<file path="src/rtl/uart_msg_sched_if.sv">
// uart_msg_sched_if
//   Groups the request/acknowledge bus of the four telemetry sources, the
//   channel enable mask, the byte stream towards the UART transmitter and the
//   scheduler status into one bundle.
//
//   master : the environment side (message sources, register bank, UART TX)
//   slave  : the scheduler (uart_msg_sched)
//
//   Signals
//     u_req[3:0]   request per channel, held until the matching u_ack bit
//     u_ack[3:0]   one-cycle acknowledge when a channel's message is latched
//     u0..u3_msg   64-bit message per channel (xp, yp, xi, yi)
//     ch_en[3:0]   channel enable mask; a disabled channel is never granted
//     tx_data      byte presented to the UART transmitter
//     tx_valid     tx_data is valid
//     tx_ready     transmitter takes the byte when tx_valid && tx_ready
//     busy         scheduler is inside a frame or its trailing gap
//     cur_ch       channel of the frame in progress / last granted channel
interface uart_msg_sched_if;
  logic [3:0]  u_req;
  logic [3:0]  u_ack;
  logic [63:0] u0_msg;
  logic [63:0] u1_msg;
  logic [63:0] u2_msg;
  logic [63:0] u3_msg;
  logic [3:0]  ch_en;
  logic [7:0]  tx_data;
  logic        tx_valid;
  logic        tx_ready;
  logic        busy;
  logic [1:0]  cur_ch;

  modport master (
    output u_req, u0_msg, u1_msg, u2_msg, u3_msg, ch_en, tx_ready,
    input  u_ack, tx_data, tx_valid, busy, cur_ch
  );

  modport slave (
    input  u_req, u0_msg, u1_msg, u2_msg, u3_msg, ch_en, tx_ready,
    output u_ack, tx_data, tx_valid, busy, cur_ch
  );
endinterface

</file>
<file path="src/rtl/uart_msg_sched.sv">
// uart_msg_sched
//   Round-robin scheduler sharing one UART byte transmitter between four
//   64-bit telemetry sources (ch0 xp, ch1 yp, ch2 xi, ch3 yi). A granted
//   message is framed as
//     header (HDR_BASE | ch), MSG_BYTES payload bytes MSB first, XOR checksum
//   and streamed over a valid/ready byte interface, followed by GAP_CYCLES
//   idle cycles before the next grant.
//
//   Ports
//     clk_50m  50 MHz UART clock
//     reset    synchronous, active-high reset
//     bus      uart_msg_sched_if.slave (requests, messages, enable mask,
//              TX byte stream, busy, cur_ch)
//
//   Parameters
//     MSG_BYTES   payload bytes per message (1..8), taken from the top of uN_msg
//     HDR_BASE    header base; the channel number is OR-ed into bits [1:0]
//     GAP_CYCLES  idle cycles after each checksum byte (0 allowed)
module uart_msg_sched #(
  parameter int          MSG_BYTES  = 8,
  parameter logic [7:0]  HDR_BASE   = 8'hA0,
  parameter int          GAP_CYCLES = 16
) (
  input  logic             clk_50m,
  input  logic             reset,
  uart_msg_sched_if.slave  bus
);

  typedef enum logic [2:0] {
    ST_IDLE = 3'd0,
    ST_HDR  = 3'd1,
    ST_DATA = 3'd2,
    ST_CSUM = 3'd3,
    ST_GAP  = 3'd4
  } state_t;

  localparam int         GAP_W    = (GAP_CYCLES > 1) ? $clog2(GAP_CYCLES) : 1;
  localparam logic [3:0] LAST_IDX = 4'(MSG_BYTES);
  // Unused when GAP_CYCLES is 0; the truncating cast keeps it legal then.
  localparam logic [GAP_W-1:0] GAP_LOAD = GAP_W'(GAP_CYCLES - 1);

  // Payload byte idx counted from the MSB end of the message.
  function automatic logic [7:0] msg_byte(input logic [63:0] msg,
                                          input logic [2:0]  idx);
    logic [63:0] shifted;
    shifted = msg << {idx, 3'b000};
    return shifted[63:56];
  endfunction

  // Running XOR checksum over the frame bytes.
  function automatic logic [7:0] csum_add(input logic [7:0] csum,
                                          input logic [7:0] data);
    return csum ^ data;
  endfunction

  state_t           state_r;
  logic [1:0]       last_r;
  logic [1:0]       cur_ch_r;
  logic [63:0]      msg_r;
  logic [7:0]       csum_r;
  logic [3:0]       idx_r;
  logic [GAP_W-1:0] gap_r;
  logic [3:0]       u_ack_r;
  logic [7:0]       tx_data_r;
  logic             tx_valid_r;
  logic             busy_r;

  logic [3:0]       elig_s;
  logic [7:0]       elig_dbl_s;
  logic [2:0]       rot_base_s;
  logic [3:0]       elig_rot_s;
  logic [1:0]       grant_off_s;
  logic             grant_vld_s;
  logic [1:0]       grant_ch_s;
  logic [63:0]      grant_msg_s;
  logic [7:0]       grant_hdr_s;

  // Round-robin pick: rotate the eligible set so bit 0 is the channel right
  // after the last grant, then take the lowest set bit of the rotated vector.
  always_comb begin
    elig_s      = bus.u_req & bus.ch_en;
    elig_dbl_s  = {elig_s, elig_s};
    rot_base_s  = {1'b0, last_r} + 3'd1;
    elig_rot_s  = elig_dbl_s[rot_base_s +: 4];
    grant_vld_s = (elig_s != 4'b0000);
    if (elig_rot_s[0]) begin
      grant_off_s = 2'd0;
    end else if (elig_rot_s[1]) begin
      grant_off_s = 2'd1;
    end else if (elig_rot_s[2]) begin
      grant_off_s = 2'd2;
    end else begin
      grant_off_s = 2'd3;
    end
    grant_ch_s  = last_r + 2'd1 + grant_off_s;
    grant_hdr_s = HDR_BASE | {6'b000000, grant_ch_s};
  end

  // Message of the channel being granted.
  always_comb begin
    case (grant_ch_s)
      2'd0:    grant_msg_s = bus.u0_msg;
      2'd1:    grant_msg_s = bus.u1_msg;
      2'd2:    grant_msg_s = bus.u2_msg;
      2'd3:    grant_msg_s = bus.u3_msg;
      default: grant_msg_s = bus.u0_msg;
    endcase
  end

  // Frame sequencer: grant, header, payload, checksum, trailing gap.
  always_ff @(posedge clk_50m) begin
    if (reset) begin
      state_r    <= ST_IDLE;
      last_r     <= 2'd3;
      cur_ch_r   <= 2'd0;
      msg_r      <= 64'h0;
      csum_r     <= 8'h00;
      idx_r      <= 4'd0;
      gap_r      <= {GAP_W{1'b0}};
      u_ack_r    <= 4'b0000;
      tx_data_r  <= 8'h00;
      tx_valid_r <= 1'b0;
      busy_r     <= 1'b0;
    end else begin
      // u_ack is a single-cycle pulse; only the grant branch raises it.
      u_ack_r <= 4'b0000;
      case (state_r)
        ST_IDLE: begin
          if (grant_vld_s) begin
            msg_r      <= grant_msg_s;
            last_r     <= grant_ch_s;
            cur_ch_r   <= grant_ch_s;
            u_ack_r    <= 4'b0001 << grant_ch_s;
            tx_data_r  <= grant_hdr_s;
            tx_valid_r <= 1'b1;
            csum_r     <= grant_hdr_s;
            idx_r      <= 4'd0;
            busy_r     <= 1'b1;
            state_r    <= ST_HDR;
          end else begin
            state_r <= ST_IDLE;
          end
        end
        ST_HDR: begin
          if (bus.tx_ready) begin
            tx_data_r <= msg_byte(msg_r, 3'd0);
            csum_r    <= csum_add(csum_r, msg_byte(msg_r, 3'd0));
            idx_r     <= 4'd1;
            state_r   <= ST_DATA;
          end else begin
            state_r <= ST_HDR;
          end
        end
        ST_DATA: begin
          // idx_r counts payload bytes already loaded; once all are loaded the
          // running checksum already covers the last one.
          if (bus.tx_ready) begin
            if (idx_r == LAST_IDX) begin
              tx_data_r <= csum_r;
              state_r   <= ST_CSUM;
            end else begin
              tx_data_r <= msg_byte(msg_r, idx_r[2:0]);
              csum_r    <= csum_add(csum_r, msg_byte(msg_r, idx_r[2:0]));
              idx_r     <= idx_r + 4'd1;
            end
          end else begin
            state_r <= ST_DATA;
          end
        end
        ST_CSUM: begin
          if (bus.tx_ready) begin
            tx_valid_r <= 1'b0;
            if (GAP_CYCLES == 0) begin
              busy_r  <= 1'b0;
              state_r <= ST_IDLE;
            end else begin
              gap_r   <= GAP_LOAD;
              state_r <= ST_GAP;
            end
          end else begin
            state_r <= ST_CSUM;
          end
        end
        ST_GAP: begin
          // Counter runs GAP_CYCLES-1 .. 0, giving exactly GAP_CYCLES cycles.
          if (gap_r == {GAP_W{1'b0}}) begin
            busy_r  <= 1'b0;
            state_r <= ST_IDLE;
          end else begin
            gap_r <= gap_r - {{(GAP_W-1){1'b0}}, 1'b1};
          end
        end
        default: begin
          tx_valid_r <= 1'b0;
          busy_r     <= 1'b0;
          state_r    <= ST_IDLE;
        end
      endcase
    end
  end

  assign bus.u_ack    = u_ack_r;
  assign bus.tx_data  = tx_data_r;
  assign bus.tx_valid = tx_valid_r;
  assign bus.busy     = busy_r;
  assign bus.cur_ch   = cur_ch_r;

endmodule
</file>
<file path="src/flat_wrapper.sv">
// flat-port wrapper written by rule: the top's interface ports become plain ports
module uart_msg_sched_flat 
#(
  parameter int          MSG_BYTES  = 8,
  parameter logic [7:0]  HDR_BASE   = 8'hA0,
  parameter int          GAP_CYCLES = 16
)
  (clk_50m, reset, bus_u_req, bus_u0_msg, bus_u1_msg, bus_u2_msg, bus_u3_msg, bus_ch_en, bus_tx_ready, bus_u_ack, bus_tx_data, bus_tx_valid, bus_busy, bus_cur_ch);
  uart_msg_sched_if bus_i ();
  input  logic clk_50m;
  input  logic reset;
  input wire logic [$bits(bus_i.u_req)-1:0] bus_u_req;
  input wire logic [$bits(bus_i.u0_msg)-1:0] bus_u0_msg;
  input wire logic [$bits(bus_i.u1_msg)-1:0] bus_u1_msg;
  input wire logic [$bits(bus_i.u2_msg)-1:0] bus_u2_msg;
  input wire logic [$bits(bus_i.u3_msg)-1:0] bus_u3_msg;
  input wire logic [$bits(bus_i.ch_en)-1:0] bus_ch_en;
  input wire logic [$bits(bus_i.tx_ready)-1:0] bus_tx_ready;
  output wire logic [$bits(bus_i.u_ack)-1:0] bus_u_ack;
  output wire logic [$bits(bus_i.tx_data)-1:0] bus_tx_data;
  output wire logic [$bits(bus_i.tx_valid)-1:0] bus_tx_valid;
  output wire logic [$bits(bus_i.busy)-1:0] bus_busy;
  output wire logic [$bits(bus_i.cur_ch)-1:0] bus_cur_ch;
  assign bus_i.u_req = bus_u_req;
  assign bus_i.u0_msg = bus_u0_msg;
  assign bus_i.u1_msg = bus_u1_msg;
  assign bus_i.u2_msg = bus_u2_msg;
  assign bus_i.u3_msg = bus_u3_msg;
  assign bus_i.ch_en = bus_ch_en;
  assign bus_i.tx_ready = bus_tx_ready;
  assign bus_u_ack = bus_i.u_ack;
  assign bus_tx_data = bus_i.tx_data;
  assign bus_tx_valid = bus_i.tx_valid;
  assign bus_busy = bus_i.busy;
  assign bus_cur_ch = bus_i.cur_ch;
  uart_msg_sched #(.MSG_BYTES(MSG_BYTES), .HDR_BASE(HDR_BASE), .GAP_CYCLES(GAP_CYCLES)) u_core (.clk_50m(clk_50m), .reset(reset), .bus(bus_i));
endmodule
</file>
<file path="config.mk">
export PLATFORM = sky130hd
export DESIGN_NAME = uart_msg_sched_flat
export DESIGN_NICKNAME = d
export VERILOG_FILES = /design/src/rtl/uart_msg_sched_if.sv /design/src/rtl/uart_msg_sched.sv /design/src/flat_wrapper.sv
export SDC_FILE = /design/constraint.sdc
export NUM_CORES = 1
export LEC_CHECK = 0
export CORE_MARGIN = 2
export CORE_UTILIZATION = 44
export CTS_CLUSTER_DIAMETER = 60
export DETAILED_ROUTE_END_ITERATION = 8
export GPL_TIMING_DRIVEN = 1
export PLACE_DENSITY = 0.83
export SLEW_MARGIN = 20
export SYNTH_ARGS = -nofsm -noshare
export SYNTH_HDL_FRONTEND = slang
export SYNTH_SLANG_ARGS = --single-unit
</file>
<file path="constraint.sdc">
create_clock -name clk_50m -period 3.9 [get_ports clk_50m]
set_clock_uncertainty 0.15 [all_clocks]
set_input_delay 0.78 -clock clk_50m [delete_from_list [all_inputs] [get_ports clk_50m]]
set_output_delay 0.78 -clock clk_50m [all_outputs]
set_load 0.03 [all_outputs]
</file>
# [Yosys cells after proc, flatten, opt, wreduce, memory -nomap -nowiden]
# Index checks and enable logic that the tools add are counted.
[op_classes] n_addsub=5 eq_ne=16 n_shift=3 mux=33 bitwise=7 n_reduce_logical=16
[ops] operator="$pmux 64 s4" n=1
[ops] operator="$shl 64x6->64" n=1
[ops] operator="$mux 8" n=7
[ops] operator="$pmux 8 s3" n=2
[ops] operator="$mux 4" n=6
[ops] operator="$xor 8x8->8" n=2
[ops] operator="$pmux 3 s5" n=1
[ops] operator="$mux 3" n=4
[ops] operator="$pmux 4 s3" n=1
[ops] operator="$ne 2x2->1 const B" n=5
[ops] operator="$reduce_and 3->1" n=3
[ops] operator="$reduce_or 3->1" n=3
[ops] operator="$pmux 4 s2" n=1
[ops] operator="$shiftx 8x4->3" n=1
[ops] operator="$eq 3x2->1 const B" n=2
[ops] operator="$mux 2" n=3
[ops] operator="$pmux 1 s3" n=2
[ops] operator="$mux 1" n=5
[ops] operator="$reduce_and 5->1" n=1
[ops] operator="$add 4x1->4 const B" n=1
[ops] operator="$and 4x4->4" n=1
[ops] operator="$eq 2x2->1 const B" n=2
[ops] operator="$eq 4x4->1 const B" n=1
[ops] operator="$logic_not 4->1" n=1
[ops] operator="other kinds (18)" n=23
[word_totals] regBits=101 input_bits=267 out_inout_bits=16 elab_cells=91

# [Depth between registers and ports, before layout]
# Gate-level depths: netlist (run 1).
[depth] depth_word=8 ltp_mapped=12 ltp_nobuf=11

# [Worst setup path before layout (run 1)]
# No wires, ideal clock.
[synth_timing] kind="input port to flip-flop" start="in bus_u_req[0]" end="reg u_core.msg_r[59]" setup_ns=0.122 t_arrival_ns=2.761 t_required_ns=3.628 path_slack_ns=0.867 stages=11 n_path_buf=3 path_cell_list="nand2_1 > a211oi_1 > a41o_1 > a21oi_1 > ha_1 > buf_2 > xnor2_1 > buf_6 > buf_6 > mux2_1 > a221o_1"
[synth_via] elab_chain_cells=8 elab_cells_between_ends=13 classes_between="add/sub: 1; eq/ne: 3; shift: 1; mux: 4; bitwise: 1; reduce/logical: 3"
[synth_rtl] element="from (decl)" line_no="flat_wrapper.sv:12" text="input wire logic [$bits(bus_i.u_req)-1:0] bus_u_req;"
[synth_rtl] element="$and 4x4->4 *" line_no="uart_msg_sched.sv:81" text="elig_s = bus.u_req & bus.ch_en;"
[synth_rtl] element="$shiftx 8x4->3" line_no="uart_msg_sched.sv:84" text="elig_rot_s = elig_dbl_s[rot_base_s +: 4];"
[synth_rtl] element="$mux 1" line_no="uart_msg_sched.sv:90" text="end else if (elig_rot_s[2]) begin"
[synth_rtl] element="$mux 2" line_no="uart_msg_sched.sv:88" text="end else if (elig_rot_s[1]) begin"
[synth_rtl] element="$mux 2" line_no="uart_msg_sched.sv:86" text="if (elig_rot_s[0]) begin"
[synth_rtl] element="$add 2x2->2" line_no="uart_msg_sched.sv:95" text="grant_ch_s = last_r + 2'd1 + grant_off_s;"
[synth_rtl] element="$eq 2x2->1, or another cell as far along" line_no="uart_msg_sched.sv:101" text="case (grant_ch_s)"
[synth_rtl] element="$pmux 64 s4" line_no="uart_msg_sched.sv:101"
[synth_rtl] element="to (signal assigned)" line_no="uart_msg_sched.sv:130" text="msg_r <= grant_msg_s;"
[synth_rtl] element="to (decl)" line_no="uart_msg_sched.sv:59" text="logic [63:0] msg_r;"
# Every way passes the cells marked *; elsewhere a longest branch is shown, timed or not.
# A chain may end at the register's enable or synchronous reset.

# [Worst setup path after layout (run 1)]
[layout_timing] start="in bus_u_req[3]" end="reg u_core.msg_r[46]"
# Same word-level chain as after synthesis.

==> results_dict.tcl, run 1 <==
set metrics [dict create \
    route.vias.total 6948 \
    period_minus_slack_ns 3.451 \
    wl_met1_microns 9069 \
    wl_met2_microns 11880 \
    wl_per_cell_microns 19.67 \
    worstSetupEndpointType "flip-flop" \
    rows 45 \
    cts-root-buf "clkbuf_16" \
    worstHoldPathType "reg2reg" \
    seqCellArea_sq_um 2022 \
    clk_latency_ns 0.35 \
    synth_most_common_cell "nand3_1" \
    path_clk_slew_ns 0.07 \
    p_int_w 0.003107 \
    drive_gt1_frac 0.09485 \
    cp_max_fo 21 \
    top_layer_used "met4" \
    p_sw_w 0.001765 \
    dominantRegCellSynth "dfxtp_1" \
    firstDrtPassIters 5 \
    cp_data_arrival_time_ns 3.53 \
    synth_edf_count 0 \
    syn_avg_cell_area_sq_um 9.170 \
    mappedNetlistNets 1021 \
    crit_type "in2reg" \
    power_leakage_nw 3.684 \
    wl_microns 23670 \
    max_freq_ghz 0.2897 \
    ys_ff_latch 101 \
    ioPinCount 283 \
    cts_sinks 101 \
    ys_seq_area_frac 0.2940 \
    gp_congestion 0.9254 \
    setup_violations 0 \
    cts_tree "built" \
    synth_top_area_frac 0.2940 \
    fp.dieArea_sq_um 16650 \
    antenna_left 0 \
    p_sw_frac 0.3623 \
    die_w_microns 129.0 \
    n_fill_cell 1230 \
    grt_pass1_wl_microns 36470 \
    multi_input_area_sq_um 4433 \
    synth_area_leaders "dfxtp_1 (29%), mux2i_1 (9.9%), nand3_1 (9.0%), a221o_1 (8.7%), mux2_1 (5.4%)" \
    status "finished, final reports clean" \
    grt_pass1_vias 6833 \
    rsz0062_at_grt "no" \
    cts.repair.resized 0 \
    dr.first_iter.drc_count 595 \
    synth.largest_area_cell "dfxtp_1" \
    instances_no_fill 1203 \
    ys.warnings.count 0 \
    gr-total-overflow 0 \
    tns_ns 0 \
    seq_power_share 0.317 \
    core_sq_um 15260 \
    post_synth_inst_count 750 \
    viasPerCell 5.776 \
    grt_antenna_before_repair 1 \
    p_clk_frac 0.217 \
    dp_cells 1186 \
    report.final.slew_viol_count 0 \
    p_comb_frac 0.465 \
    dp_slack_ns 0.08609 \
    cts_setup_buffers 0 \
    htreeDepth 3 \
    track_usage 0.2823 \
    ctsHoldBuffers 0 \
    ys_types 60 \
    clockBufferDepth 2 \
    hpwl_microns 18330 \
    rrSetupSlack_ns 0.85 \
    synth_top_cells_by_count "nand3_1 (123), dfxtp_1 (101), mux2i_1 (68)" \
    numCtsBuffers 9 \
    async_reset_ff_frac 0 \
    numPortBuffers 282 \
    p_total_w 0.004872 \
    route.met3.wl_microns 1805 \
    fin_nets 1257 \
    cellPowerDensity_nw_per_um2 479.8 \
    tightest_slew_ns 0.7256 \
    required_ns 3.98 \
    slew_headroom 0.5156 \
    startpoint_type "primary input" \
    peakVddDrop_mv 0.3511 \
    start_util 0.4508 \
    finalCritPeriodShare 0.8850 \
    syn_to_final_growth_pct 47.63 \
    syn_area_sq_um 6878 \
    die_h_microns 129.0 \
    hold_violations 0 \
    layout_setup_ws_ns 0.4486 \
    remaining_drc_errors 0 \
    grt_max_degree 80 \
    maxCapViolCount 0 \
]
-- routing by layer --
layer / track usage / vias up
met5: 0 / -
met4: 0.1157 / 0
met3: 0.06565 / 60
met2: 0.4871 / 325
met1: 0.3399 / 3216
li1: - / 3347
-- final cells by class --
class	instances	share of cell area
multi-input cells	564	0.4366
repair buffers	300	0.2999
flip-flops and latches	101	0.1991
well taps	211	0.02600
clock buffers	11	0.02391
clock inverters	5	0.01047
inverters	10	0.003697
diodes	1	0.0002465
-- cell usage in the layout, fill, tap and decap left out, types with 3 or more instances in the layout --
cell type        synthesis  layout
a211oi_1                13      13
a21oi_1                 22      22
a221o_1                 60      60
a221oi_1                 7       7
a22oi_1                  3       3
a311oi_1                 5       5
a31oi_1                  4       4
buf_12                   0       7
buf_4                    0      11
bufinv_16                0       3
clkbuf_16                0       9
clkdlybuf4s50_1          0     282
dfxtp_1                101     101
ha_1                     4       3
inv_1                   10      10
mux2_1                  33      33
mux2_2                  30      30
mux2i_1                 68      68
mux4_2                  16      16
nand2_1                 38      38
nand2b_1                10      10
nand3_1                123     123
nor2_1                  44      42
nor2b_1                  5       5
nor3_1                  10      10
o211ai_1                 7       7
o21ai_0                 18      18
o21bai_1                 4       4
xnor2_1                  7       6
-- logic make-up after synthesis --
kind of cell / after synthesis / share of synthesized area
DFF: 101 / 0.2940
AOI/OAI and AO/OA: 162 / 0.1945
muxes: 147 / 0.2545
and+or+nand+nor: 243 / 0.1694
xor gates and xnor gates: 8 / 0.01292
adders and majority gates: 4 / 0.007277
buffers and inverters: 85 / 0.06749
-- through the flow --
step,instance area [sq um],utilization,hold WS (ns)
2_1_floorplan,6878,-,0.2853
3_3_place_gp,9802,0.6424,0.3046
3_5_place_dp,9802,0.6424,0.3117
4_1_cts,10150,0.6653,0.3269
5_1_grt,10150,0.6654,0.3517
6_report,10150,0.6654,0.3295
-- state kept, by name, summed over array words and instances, names as in the netlist, 2 cells and up --
name                count
u_core.idx_r            4
u_core.bus.cur_ch       2
u_core.bus.tx_data      8
u_core.gap_r            4
u_core.csum_r           8
u_core.last_r           2
u_core.msg_r           64
u_core.state_r          3
u_core.bus.u_ack        4
-- worst max-delay path, cell delays in order --
cell and delay [ns]:
clkdlybuf4s50_1 0.49, and3b_1 0.24, o211ai_1 0.15, o21ai_0 0.11
a21oi_1 0.22, ha_4 0.32, xnor2_2 0.19, buf_4 0.35
mux2_1 0.36, a221o_1 0.30
-- path summary, 6_finish.rpt --
check	start	endpoint	depth (start not counted)
worst max-delay path	bus_u_req[3]	u_core.msg_r[46]	10
worst min-delay path	u_core.gap_r[0]	u_core.gap_r[0]	1
worst max register to register	u_core.last_r[1]	u_core.msg_r[46]	9
worst min register to register	u_core.gap_r[0]	u_core.gap_r[0]	1
-- power groups by stage --
stage	Sequential, W	Combinational (W)	Clock, W
after detailed placement	0.00155	0.00226	0
after CTS	0.00154	0.00226	0.00106
final	0.00155	0.00227	0.00106
after global placement	0.00155	0.00221	0
after global routing	0.00157	0.00245	0.00111
after floorplan	0.00150	0.00161	0
(Power assumes the default switching activity.)
==> run 2, diff against run 1 <==
--- a/config.mk
+++ b/config.mk
@@ -11,6 +11,7 @@
 export DETAILED_ROUTE_END_ITERATION = 8
 export GPL_TIMING_DRIVEN = 1
 export PLACE_DENSITY = 0.83
+export SKIP_CTS_REPAIR_TIMING = 1
 export SLEW_MARGIN = 20
 export SYNTH_ARGS = -nofsm -noshare
 export SYNTH_HDL_FRONTEND = slang
==> results of run 2 <==
Final layout, timing and power as in run 1 (identical DEF).
==> run 3, diff against run 2 <==
--- a/config.mk
+++ b/config.mk
@@ -5,12 +5,14 @@
 export SDC_FILE = /design/constraint.sdc
 export NUM_CORES = 1
 export LEC_CHECK = 0
+export CAP_MARGIN = 0
 export CORE_MARGIN = 2
-export CORE_UTILIZATION = 44
+export CORE_UTILIZATION = 50
 export CTS_CLUSTER_DIAMETER = 60
 export DETAILED_ROUTE_END_ITERATION = 8
+export DONT_BUFFER_PORTS = 1
 export GPL_TIMING_DRIVEN = 1
-export PLACE_DENSITY = 0.83
+export PLACE_DENSITY = 0.66
 export SKIP_CTS_REPAIR_TIMING = 1
 export SLEW_MARGIN = 20
 export SYNTH_ARGS = -nofsm -noshare
==> results_dict.tcl, run 3 (synthesized netlist as in run 1, its figures left out) <==
set metrics [dict create \
    status "finished, final reports clean" \
    hpwl_microns 15760 \
    finalCritPeriodShare 0.8210 \
    rsz0062_at_grt "no" \
    die_w_microns 121.3 \
    gr-total-overflow 0 \
    regMostFlops "u_core.msg_r" \
    antenna_left 0 \
    rr_startpoint "u_core.last_r[1]" \
    syn_to_final_growth_pct 5.039 \
    start_util 0.5153 \
    viasPerCell 6.576 \
    period_minus_slack_ns 3.202 \
    required_ns 4.05 \
    cts_sinks 101 \
    rows 42 \
    gp_congestion 0.8598 \
    cp_data_arrival_time_ns 3.35 \
    htreeDepth 3 \
    wl_per_cell_microns 23.19 \
    numPortBuffers 0 \
    dr.first_iter.drc_count 454 \
    fin_util 0.5412 \
    firstDrtPassIters 5 \
    layout_common_cells "nand3_1 (123), dfxtp_1 (101), mux2i_1 (68), a221o_1 (60), nor2_1 (42)" \
    cp_max_fo 76 \
    path_clk_slew_ns 0.07 \
    critical_path.endpoint "u_core.msg_r[5]" \
    grt_pass1_vias 5759 \
    cts_tree "built" \
    wl_microns 20520 \
    ioPinCount 283 \
    grt_pass1_wl_microns 31260 \
    numCtsBuffers 9 \
    remaining_drc_errors 0 \
    clockBufferDepth 2 \
    layout_commonest_cell "nand3_1" \
    worstHoldPathType "reg2reg" \
    clk_latency_ns 0.35 \
    peakVddDrop_mv 0.3110 \
    maxCapViolCount 0 \
    largest_register_ffs 64 \
    report.final.slew_viol_count 0 \
    tightest_slew_ns 0.9572 \
    power_leakage_nw 2.561 \
    grt_max_degree 77 \
    fp.dieArea_sq_um 14710 \
    setup_violations 0 \
    route.vias.total 5820 \
    core_sq_um 13350 \
    cp-startpoint "u_core.last_r[1]" \
    rrSetupSlack_ns 0.70 \
    die_h_microns 121.3 \
    grt_antenna_before_repair 2 \
    n_fill_cell 1218 \
    crit_type "reg2reg" \
    hold_violations 0 \
    p_total_w 0.004491 \
    worstSetupEndpointType "flip-flop" \
    cts-root-buf "clkbuf_16" \
    r2r_cells 9 \
    startpoint_type "flip-flop" \
    drive_gt1_frac 0.1315 \
    r2r_end "u_core.msg_r[5]" \
    tns_ns 0 \
    cellPowerDensity_nw_per_um2 621.7 \
    max_freq_ghz 0.3123 \
    track_usage 0.2755 \
    slew_headroom 0.3589 \
    fin_nets 973 \
]
[run 3: worst min-delay path by stage]
stage,from,end,slack (ns),depth (start not counted)
after floorplan,u_core.gap_r[0],u_core.gap_r[0],0.29,1
after global placement,u_core.gap_r[0],u_core.gap_r[0],0.30,1
after detailed placement,u_core.msg_r[4],u_core.msg_r[4],0.32,1
after CTS,reset,u_core.state_r[2],0.33,1
after global routing,reset,u_core.csum_r[0],0.33,1
final,u_core.gap_r[0],u_core.gap_r[0],0.34,1
[run 3: layer usage]
layer,GRT usage,up-vias,part of all wire
met1,0.3395,2776,0.41
met5,0,-,0
met4,0.08621,0,0.022
met3,0.06203,28,0.064
li1,-,2781,-
met2,0.4772,235,0.50
[run 3: where the power goes]
| part | leakage [nW] | switching, W | total, W | internal (W) |
|---|---|---|---|---|
| Combinational | 1.57 | 0.000982 | 0.00183 | 0.000845 |
| Sequential | 0.831 | 0.000312 | 0.00162 | 0.00130 |
| Clock | 0.165 | 0.000406 | 0.00105 | 0.000644 |
[run 3: through the flow]
step                instances  setup WS (ns)  hold slack, ns  area, sq um
floorplan                 750         0.8667          0.2853         6878
global placement          867         0.6117          0.3043         6870
detailed placement        867         0.4498          0.3232         6870
CTS                       883         0.7201          0.3315         7219
global route              885         0.3450          0.3289         7224
finish                    885         0.6982          0.3407         7224
[run 3: final cells by class]
class / count / area (sq um) / share of cell area
diodes: 2 / 5.005 / 0.0006928
clock buffers: 10 / 239.0 / 0.03308
clock inverters: 6 / 110.1 / 0.01524
inverters: 10 / 37.54 / 0.005196
multi-input cells: 564 / 4433 / 0.6136
flip-flops and latches: 101 / 2022 / 0.2799
well taps: 176 / 220.2 / 0.03048
repair buffers: 16 / 157.7 / 0.02182
[run 3: worst max-delay path: stages (launching register included)]
cell and delay, ns:
dfxtp_1 0.50, and3b_1 0.24, o211ai_1 0.16, o21ai_0 0.11
a21oi_1 0.23, ha_4 0.54, buf_4 0.65, nand3_1 0.17
mux2i_1 0.19, a221o_1 0.14
